[src/rtl/engine_scheduler_pkg.sv]
// Shared state codes, engine mask bit positions and the engine ordering rule
// for the matrix-multiply job scheduler.
package engine_sched_pkg;

    localparam logic [2:0] ST_IDLE    = 3'd0;
    localparam logic [2:0] ST_CAPTURE = 3'd1;
    localparam logic [2:0] ST_SEND    = 3'd2;
    localparam logic [2:0] ST_PE      = 3'd3;
    localparam logic [2:0] ST_SA3     = 3'd4;
    localparam logic [2:0] ST_SA2     = 3'd5;
    localparam logic [2:0] ST_DISPLAY = 3'd6;
    localparam logic [2:0] ST_ERROR   = 3'd7;

    localparam int MASK_PE  = 0;
    localparam int MASK_SA3 = 1;
    localparam int MASK_SA2 = 2;

    // First enabled engine strictly after 'cur' in PE -> SA3 -> SA2 order; DISPLAY when none remain.
    function automatic logic [2:0] next_engine(input logic [2:0] mask, input logic [2:0] cur);
        logic [2:0] nxt;
        nxt = ST_DISPLAY;
        if (cur == ST_SEND) begin
            if (mask[MASK_PE])       nxt = ST_PE;
            else if (mask[MASK_SA3]) nxt = ST_SA3;
            else if (mask[MASK_SA2]) nxt = ST_SA2;
        end else if (cur == ST_PE) begin
            if (mask[MASK_SA3])      nxt = ST_SA3;
            else if (mask[MASK_SA2]) nxt = ST_SA2;
        end else if (cur == ST_SA3) begin
            if (mask[MASK_SA2])      nxt = ST_SA2;
        end
        return nxt;
    endfunction

endpackage

[src/rtl/engine_scheduler_if.sv]
// Control bundle between the job scheduler (master) and the datapath stages it sequences (slave).
// Stage enables are levels; done flags are levels sampled only by the matching stage.
interface engine_scheduler_if #(
    parameter int CNT_W = 16
);
    logic             run;
    logic             clear;
    logic [2:0]       cfg_mask;
    logic             done_capture;
    logic             done_send;
    logic             done_PE;
    logic             done_SA_3x3;
    logic             done_SA_2x2;
    logic             state_capture;
    logic             state_send;
    logic             state_PE;
    logic             state_SA_3x3;
    logic             state_SA_2x2;
    logic             state_display;
    logic [2:0]       current_state;
    logic             busy;
    logic             job_done;
    logic             error;
    logic [2:0]       error_stage;
    logic [CNT_W-1:0] cyc_PE;
    logic [CNT_W-1:0] cyc_SA_3x3;
    logic [CNT_W-1:0] cyc_SA_2x2;

    modport master (
        input  run, clear, cfg_mask,
        input  done_capture, done_send, done_PE, done_SA_3x3, done_SA_2x2,
        output state_capture, state_send, state_PE, state_SA_3x3, state_SA_2x2, state_display,
        output current_state, busy, job_done, error, error_stage,
        output cyc_PE, cyc_SA_3x3, cyc_SA_2x2
    );

    modport slave (
        output run, clear, cfg_mask,
        output done_capture, done_send, done_PE, done_SA_3x3, done_SA_2x2,
        input  state_capture, state_send, state_PE, state_SA_3x3, state_SA_2x2, state_display,
        input  current_state, busy, job_done, error, error_stage,
        input  cyc_PE, cyc_SA_3x3, cyc_SA_2x2
    );

endinterface

[src/rtl/engine_scheduler_watchdog.sv]
// Per-stage timeout counter: cleared on restart, counts while enabled.
// Latency: expired is combinational, raised in the cycle whose edge would bring the count to TIMEOUT-1.
// Backpressure: none; the owner decides what to do with expired.
module stage_watchdog #(
    parameter int TIMEOUT = 1024,
    parameter int W       = 16
) (
    input  logic clk,
    input  logic reset,
    input  logic restart,
    input  logic enable,
    output logic expired
);

    logic [W-1:0] cnt;

    assign expired = enable && (cnt == W'(TIMEOUT - 2));

    always_ff @(posedge clk or negedge reset) begin
        if (!reset) begin
            cnt <= '0;
        end else if (restart) begin
            cnt <= '0;
        end else if (enable && !expired) begin
            cnt <= cnt + 1'b1;
        end
    end

endmodule

[src/rtl/engine_scheduler.sv]
// Job sequencer: capture -> send -> enabled engines -> display, with watchdog; ENGINE_PERF_EN adds cycle counters.
// Latency: run edge in IDLE gives CAPTURE next cycle; each done moves on at the edge it is sampled.
// Backpressure: holds a stage enable until its done arrives or the watchdog drops the job into ERROR.
module engine_scheduler
    import engine_sched_pkg::*;
#(
    parameter int TIMEOUT     = 1024,
    parameter int DISPLAY_CYC = 4,
    parameter int CNT_W       = 16
) (
    input  logic                clk,
    input  logic                reset,
    engine_scheduler_if.master  bus
);

    // Watchdog counter must reach TIMEOUT-1 even when CNT_W is narrow.
    localparam int WD_W   = (CNT_W > $clog2(TIMEOUT)) ? CNT_W : $clog2(TIMEOUT);
    localparam int DISP_W = $clog2(DISPLAY_CYC) + 1;

    logic [2:0]        state;
    logic [2:0]        state_nxt;
    logic [2:0]        mask;
    logic [2:0]        err_stage;
    logic              run_q;
    logic              job_done_q;
    logic              accept;
    logic              wd_run;
    logic              wd_expired;
    logic [DISP_W-1:0] disp_cnt;

    assign accept = (state == ST_IDLE) && bus.run && !run_q;
    assign wd_run = (state >= ST_CAPTURE) && (state <= ST_SA2);

    // Done is checked before the watchdog so a late-but-valid done still wins.
    always_comb begin
        state_nxt = state;
        case (state)
            ST_IDLE:    if (accept) state_nxt = ST_CAPTURE;
            ST_CAPTURE: if (bus.done_capture) state_nxt = ST_SEND;
                        else if (wd_expired)  state_nxt = ST_ERROR;
            ST_SEND:    if (bus.done_send)    state_nxt = next_engine(mask, ST_SEND);
                        else if (wd_expired)  state_nxt = ST_ERROR;
            ST_PE:      if (bus.done_PE)      state_nxt = next_engine(mask, ST_PE);
                        else if (wd_expired)  state_nxt = ST_ERROR;
            ST_SA3:     if (bus.done_SA_3x3)  state_nxt = next_engine(mask, ST_SA3);
                        else if (wd_expired)  state_nxt = ST_ERROR;
            ST_SA2:     if (bus.done_SA_2x2)  state_nxt = ST_DISPLAY;
                        else if (wd_expired)  state_nxt = ST_ERROR;
            ST_DISPLAY: if (disp_cnt == DISP_W'(DISPLAY_CYC - 1)) state_nxt = ST_IDLE;
            ST_ERROR:   if (bus.clear) state_nxt = ST_IDLE;
            default:    state_nxt = ST_IDLE;
        endcase
    end

    stage_watchdog #(
        .TIMEOUT (TIMEOUT),
        .W       (WD_W)
    ) u_watchdog (
        .clk     (clk),
        .reset   (reset),
        .restart (state_nxt != state),
        .enable  (wd_run),
        .expired (wd_expired)
    );

    always_ff @(posedge clk or negedge reset) begin
        if (!reset) begin
            state      <= ST_IDLE;
            run_q      <= 1'b0;
            mask       <= 3'b000;
            err_stage  <= 3'd0;
            job_done_q <= 1'b0;
            disp_cnt   <= '0;
        end else begin
            state      <= state_nxt;
            run_q      <= bus.run;
            job_done_q <= (state == ST_DISPLAY) && (state_nxt == ST_IDLE);
            disp_cnt   <= (state == ST_DISPLAY) ? disp_cnt + 1'b1 : '0;
            if (accept) begin
                mask      <= bus.cfg_mask;
                err_stage <= 3'd0;
            end else if ((state_nxt == ST_ERROR) && (state != ST_ERROR)) begin
                err_stage <= state;
            end
        end
    end

    assign bus.state_capture = (state == ST_CAPTURE);
    assign bus.state_send    = (state == ST_SEND);
    assign bus.state_PE      = (state == ST_PE);
    assign bus.state_SA_3x3  = (state == ST_SA3);
    assign bus.state_SA_2x2  = (state == ST_SA2);
    assign bus.state_display = (state == ST_DISPLAY);
    assign bus.current_state = state;
    assign bus.busy          = (state != ST_IDLE) && (state != ST_ERROR);
    assign bus.job_done      = job_done_q;
    assign bus.error         = (state == ST_ERROR);
    assign bus.error_stage   = err_stage;

`ifdef ENGINE_PERF_EN
    logic [CNT_W-1:0] cyc_pe;
    logic [CNT_W-1:0] cyc_sa3;
    logic [CNT_W-1:0] cyc_sa2;

    // Counters saturate rather than wrap so a long stage never reads as a short one.
    always_ff @(posedge clk or negedge reset) begin
        if (!reset) begin
            cyc_pe  <= '0;
            cyc_sa3 <= '0;
            cyc_sa2 <= '0;
        end else if (accept) begin
            cyc_pe  <= '0;
            cyc_sa3 <= '0;
            cyc_sa2 <= '0;
        end else begin
            if ((state == ST_PE)  && (cyc_pe  != '1)) cyc_pe  <= cyc_pe  + 1'b1;
            if ((state == ST_SA3) && (cyc_sa3 != '1)) cyc_sa3 <= cyc_sa3 + 1'b1;
            if ((state == ST_SA2) && (cyc_sa2 != '1)) cyc_sa2 <= cyc_sa2 + 1'b1;
        end
    end

    assign bus.cyc_PE     = cyc_pe;
    assign bus.cyc_SA_3x3 = cyc_sa3;
    assign bus.cyc_SA_2x2 = cyc_sa2;
`else
    assign bus.cyc_PE     = '0;
    assign bus.cyc_SA_3x3 = '0;
    assign bus.cyc_SA_2x2 = '0;
`endif

endmodule

[src/flat_wrapper.sv]
// flat-port wrapper written by rule: the top's interface ports become plain ports
module engine_scheduler_flat import engine_sched_pkg::*;
#(
    parameter int TIMEOUT     = 1024,
    parameter int DISPLAY_CYC = 4,
    parameter int CNT_W       = 16
)
  (clk, reset, bus_run, bus_clear, bus_cfg_mask, bus_done_capture, bus_done_send, bus_done_PE, bus_done_SA_3x3, bus_done_SA_2x2, bus_state_capture, bus_state_send, bus_state_PE, bus_state_SA_3x3, bus_state_SA_2x2, bus_state_display, bus_current_state, bus_busy, bus_job_done, bus_error, bus_error_stage, bus_cyc_PE, bus_cyc_SA_3x3, bus_cyc_SA_2x2);
  engine_scheduler_if #(.CNT_W(CNT_W)) bus_i ();
  input  logic clk;
  input  logic reset;
  input wire logic [$bits(bus_i.run)-1:0] bus_run;
  input wire logic [$bits(bus_i.clear)-1:0] bus_clear;
  input wire logic [$bits(bus_i.cfg_mask)-1:0] bus_cfg_mask;
  input wire logic [$bits(bus_i.done_capture)-1:0] bus_done_capture;
  input wire logic [$bits(bus_i.done_send)-1:0] bus_done_send;
  input wire logic [$bits(bus_i.done_PE)-1:0] bus_done_PE;
  input wire logic [$bits(bus_i.done_SA_3x3)-1:0] bus_done_SA_3x3;
  input wire logic [$bits(bus_i.done_SA_2x2)-1:0] bus_done_SA_2x2;
  output wire logic [$bits(bus_i.state_capture)-1:0] bus_state_capture;
  output wire logic [$bits(bus_i.state_send)-1:0] bus_state_send;
  output wire logic [$bits(bus_i.state_PE)-1:0] bus_state_PE;
  output wire logic [$bits(bus_i.state_SA_3x3)-1:0] bus_state_SA_3x3;
  output wire logic [$bits(bus_i.state_SA_2x2)-1:0] bus_state_SA_2x2;
  output wire logic [$bits(bus_i.state_display)-1:0] bus_state_display;
  output wire logic [$bits(bus_i.current_state)-1:0] bus_current_state;
  output wire logic [$bits(bus_i.busy)-1:0] bus_busy;
  output wire logic [$bits(bus_i.job_done)-1:0] bus_job_done;
  output wire logic [$bits(bus_i.error)-1:0] bus_error;
  output wire logic [$bits(bus_i.error_stage)-1:0] bus_error_stage;
  output wire logic [$bits(bus_i.cyc_PE)-1:0] bus_cyc_PE;
  output wire logic [$bits(bus_i.cyc_SA_3x3)-1:0] bus_cyc_SA_3x3;
  output wire logic [$bits(bus_i.cyc_SA_2x2)-1:0] bus_cyc_SA_2x2;
  assign bus_i.run = bus_run;
  assign bus_i.clear = bus_clear;
  assign bus_i.cfg_mask = bus_cfg_mask;
  assign bus_i.done_capture = bus_done_capture;
  assign bus_i.done_send = bus_done_send;
  assign bus_i.done_PE = bus_done_PE;
  assign bus_i.done_SA_3x3 = bus_done_SA_3x3;
  assign bus_i.done_SA_2x2 = bus_done_SA_2x2;
  assign bus_state_capture = bus_i.state_capture;
  assign bus_state_send = bus_i.state_send;
  assign bus_state_PE = bus_i.state_PE;
  assign bus_state_SA_3x3 = bus_i.state_SA_3x3;
  assign bus_state_SA_2x2 = bus_i.state_SA_2x2;
  assign bus_state_display = bus_i.state_display;
  assign bus_current_state = bus_i.current_state;
  assign bus_busy = bus_i.busy;
  assign bus_job_done = bus_i.job_done;
  assign bus_error = bus_i.error;
  assign bus_error_stage = bus_i.error_stage;
  assign bus_cyc_PE = bus_i.cyc_PE;
  assign bus_cyc_SA_3x3 = bus_i.cyc_SA_3x3;
  assign bus_cyc_SA_2x2 = bus_i.cyc_SA_2x2;
  engine_scheduler #(.TIMEOUT(TIMEOUT), .DISPLAY_CYC(DISPLAY_CYC), .CNT_W(CNT_W)) u_core (.clk(clk), .reset(reset), .bus(bus_i));
endmodule
[config.mk]
export PLATFORM = sky130hd
export DESIGN_NAME = engine_scheduler_flat
export DESIGN_NICKNAME = d
export VERILOG_FILES = /design/src/rtl/engine_scheduler_pkg.sv /design/src/rtl/engine_scheduler_if.sv /design/src/rtl/engine_scheduler_watchdog.sv /design/src/rtl/engine_scheduler.sv /design/src/flat_wrapper.sv
export SDC_FILE = /design/constraint.sdc
export NUM_CORES = 1
export LEC_CHECK = 0
export CAP_MARGIN = 0
export CELL_PAD_IN_SITES_DETAIL_PLACEMENT = 0
export CELL_PAD_IN_SITES_GLOBAL_PLACEMENT = 1
export CORE_ASPECT_RATIO = 1.75
export CORE_UTILIZATION = 34
export DETAILED_ROUTE_END_ITERATION = 10
export GPL_TIMING_DRIVEN = 0
export MAX_ROUTING_LAYER = met4
export PLACE_DENSITY = 0.83
export SYNTH_ARGS = -nofsm -noshare
export SYNTH_HDL_FRONTEND = slang
export SYNTH_SLANG_ARGS = --single-unit
export TNS_END_PERCENT = 10
[constraint.sdc]
create_clock -name clk -period 2.8 [get_ports clk]
set_input_delay 0.84 -clock clk [delete_from_list [all_inputs] [get_ports clk]]
set_output_delay 0.84 -clock clk [all_outputs]
set_load 0.01 [all_outputs]
==> results.cfg <==
[final_layout]
seqCellArea_um2 = 752
drive_above_1_share = 0.309
multi_input_area_um2 = 1250
fin_nets = 337
areaGrowthSynthToFinish_pct = 30.6
utilization = 0.460
fillers = 640
antennaDiodeCount = 0

[power]
powerDensity_nw_per_um2 = 870
p_total_uw = 2590
leakagePower_uw = 0.00145
ir_drop_mv = 0.291

[clock_network]
cts_buffers = 5
cts_root_buffer = clkbuf_16
htree_levels = 2
cts.path.max_buffers = 2
tritoncts = done
clkLatencyLatePin_ns = 0.27
cts_setup_buffers = 0
hold_buffers = 0
clk_pin_slew_ns = 0.05
clock-sinks = 30

[floorplan]
dieHeight_um = 110
die_area_um2 = 7060
io_pins = 75
design.core.area_um2 = 6490
die_w_um = 64.0
row_count = 39
start_util = 0.352

[timing]
skew_ns = 0.00518
timing.fmax_mhz = 361
drv_slew = 0
finalCritPeriodShare = 0.990
rsz0062_at_grt = true
post-route-min-period_ns = 2.77
hold_viol_final = 0
relSlewSlack = 0.554
worst_pin_slew_ns = 0.670
setup_violations = 0

[synthesis]
async_reset_ff_frac = 1.00
synth_ff_type = dfrtp_1
synth_warnings = 0
ys_seq_area_frac = 0.329
ys_types = 46
syn_avg_cell_area_um2 = 9.47
synth_area_um2 = 2280
synth-edff-count = 0
yosys_register_bits = 30
netlist_instances = 241

[routing]
vias = 1784
ant_nets = 0
drc_errors = 0
wl_per_cell_um = 12.2
drtIter0Drc = 69
wirelength_mm = 4.91
routed_via_density = 4.44
firstDrtPassIters = 4

[grt]
overflow = 0
antenna_found_initial = 0
first_global_vias = 1712
grt_usage = 0.154
grt_max_degree = 31
grt_pass1_wl_mm = 8.14

[placement]
placement.io_buffers = 26
gp_congestion = 0.947
hpwl_mm = 3.94

[critical_path]
crit_type = register to primary output
crit_path_max_fanout = 10
worstSetupEndpointType = primary output
crit_required_ns = 1.96
crit_arrival_ns = 1.93
worstSetupStartpointType = register

[status]
outcome = completed

[worst_hold_path]
hold_class = register to register

[job]
cap_violations = 0
final cells by class:
cell class / count / area share
Buffer: 56 / 0.145
Clock buffer: 6 / 0.0466
Inverter: 13 / 0.0164
Multi-Input combinational cell: 189 / 0.420
Sequential cell: 30 / 0.252
Tap cell: 82 / 0.0344
Timing Repair Buffer: 26 / 0.0856
timing repair:
item / 4_1_cts / 5_1_grt
cloned: 0 / 0
resized for setup: 6 / 4
endpoints found under the setup margin: 4 / 15
endpoints found under the hold margin: 0 / 0
pin swaps: 0 / 0
metrics by stage:
stage / hold WS [ns] / instance area, um2 / TNS (ns) / std cells / setup WS [ns]
6_report: 0.431 / 2980 / 0 / 402 / 0.0281
2_1_floorplan: 0.410 / 2460 / 0 / 288 / 0.563
3_5_place_dp: 0.428 / 2820 / -3.18 / 396 / -0.244
5_1_grt: 0.461 / 2980 / -0.0290 / 402 / -0.0290
4_1_cts: 0.434 / 2980 / 0 / 402 / 0.0141
3_3_place_gp: 0.424 / 2820 / -3.33 / 396 / -0.250
metal layers:
layer,vias up,track usage,part of all wire
li1,884,-,-
met1,808,0.142,0.35
met2,77,0.277,0.55
met3,15,0.0341,0.062
met4,0,0.0924,0.040
met5,-,-,0
registers in the layout, indices dropped and copies added (netlist names):
signal and flops:
u_core.mask 3, u_core.u_watchdog.cnt 16, u_core.run_q 1, u_core.bus.current_state 3
u_core.bus.job_done 1, u_core.disp_cnt 3, u_core.bus.error_stage 3
cells in the final DEF (no fill, tap or decap), types with 4 or more instances in the layout:
| cell type | n |
|---|---|
| buf_4 | 51 |
| conb_1 | 48 |
| dfrtp_1 | 29 |
| clkdlybuf4s50_1 | 25 |
| nand2_1 | 14 |
| nor3_2 | 13 |
| nor2_1 | 13 |
| inv_1 | 12 |
| xnor2_1 | 10 |
| nor3_1 | 8 |
| a21oi_1 | 7 |
| nand2b_1 | 5 |
| nand3_1 | 5 |
| mux2_2 | 5 |
| xor2_1 | 5 |
| clkbuf_16 | 5 |
| buf_6 | 4 |
| or3b_2 | 4 |
| o21ai_0 | 4 |
| mux2i_1 | 4 |
| ha_1 | 4 |
power by group:
group          leakage, uW  internal [uW]  switching, uW  total, uW
Combinational     0.000979            649            833       1480
Clock            0.0000688            342            169        510
Sequential        0.000399            526           75.5        602
cells by family (layout without fill, tap and decap cells):
| kind of cell | count (synthesis) | count (layout) | synth area share |
|---|---|---|---|
| compound gates | 25 | 25 | 0.0904 |
| other cells | 1 | 48 | 0.00164 |
| simple gates | 88 | 88 | 0.254 |
| mux | 9 | 9 | 0.0422 |
| flops | 30 | 30 | 0.329 |
| xor+xnor | 15 | 15 | 0.0575 |
| buf+inv | 69 | 101 | 0.204 |
| fa+ha+maj | 4 | 4 | 0.0219 |
critical path, stage by stage (launching register included):
cell and delay, ns:
dfrtp_1 0.39, buf_6 0.16, or3b_2 0.48, inv_1 0.09, clkdlybuf4s50_1 0.53
synth_stat cells, types with 2 or more instances:
cell type | count | area [um2]
nor2b_1 | 3 | 18.8
nor3_1 | 9 | 45.0
ha_1 | 4 | 50.1
nand3_1 | 5 | 25.0
xnor2_1 | 10 | 87.6
inv_1 | 13 | 48.8
nand2b_1 | 5 | 31.3
mux2i_1 | 4 | 40.0
mux2_2 | 5 | 56.3
or3b_2 | 4 | 35.0
or3_1 | 2 | 12.5
or4b_4 | 2 | 27.5
buf_6 | 2 | 22.5
and3_1 | 3 | 18.8
buf_2 | 3 | 15.0
buf_4 | 50 | 375
dfrtp_1 | 30 | 751
a211o_1 | 2 | 17.5
xor2_1 | 5 | 43.8
nand3b_1 | 3 | 22.5
a21oi_1 | 7 | 35.0
nor2_1 | 13 | 48.8
nand2_1 | 14 | 52.6
and2_1 | 2 | 12.5
nor3_2 | 12 | 120
o21ai_0 | 4 | 20.0
nand4_1 | 3 | 18.8
o22ai_1 | 3 | 18.8
and4_1 | 2 | 17.5
path summary, 6_finish.rpt:
path	startpoint	slack, ns	cells after the start	end
min	u_core.disp_cnt[0]	0.43	1	u_core.disp_cnt[0]
min in group asynchronous	reset	0.60	1	u_core.mask[1]
max in group asynchronous	reset	1.72	1	u_core.bus.current_state[0]
min reg2reg	u_core.disp_cnt[0]	0.43	1	u_core.disp_cnt[0]
max reg2reg	u_core.u_watchdog.cnt[0]	0.25	9	u_core.u_watchdog.cnt[5]
max	u_core.bus.current_state[1]	0.03	4	bus_state_send
Power figures use the tool's default switching activity.
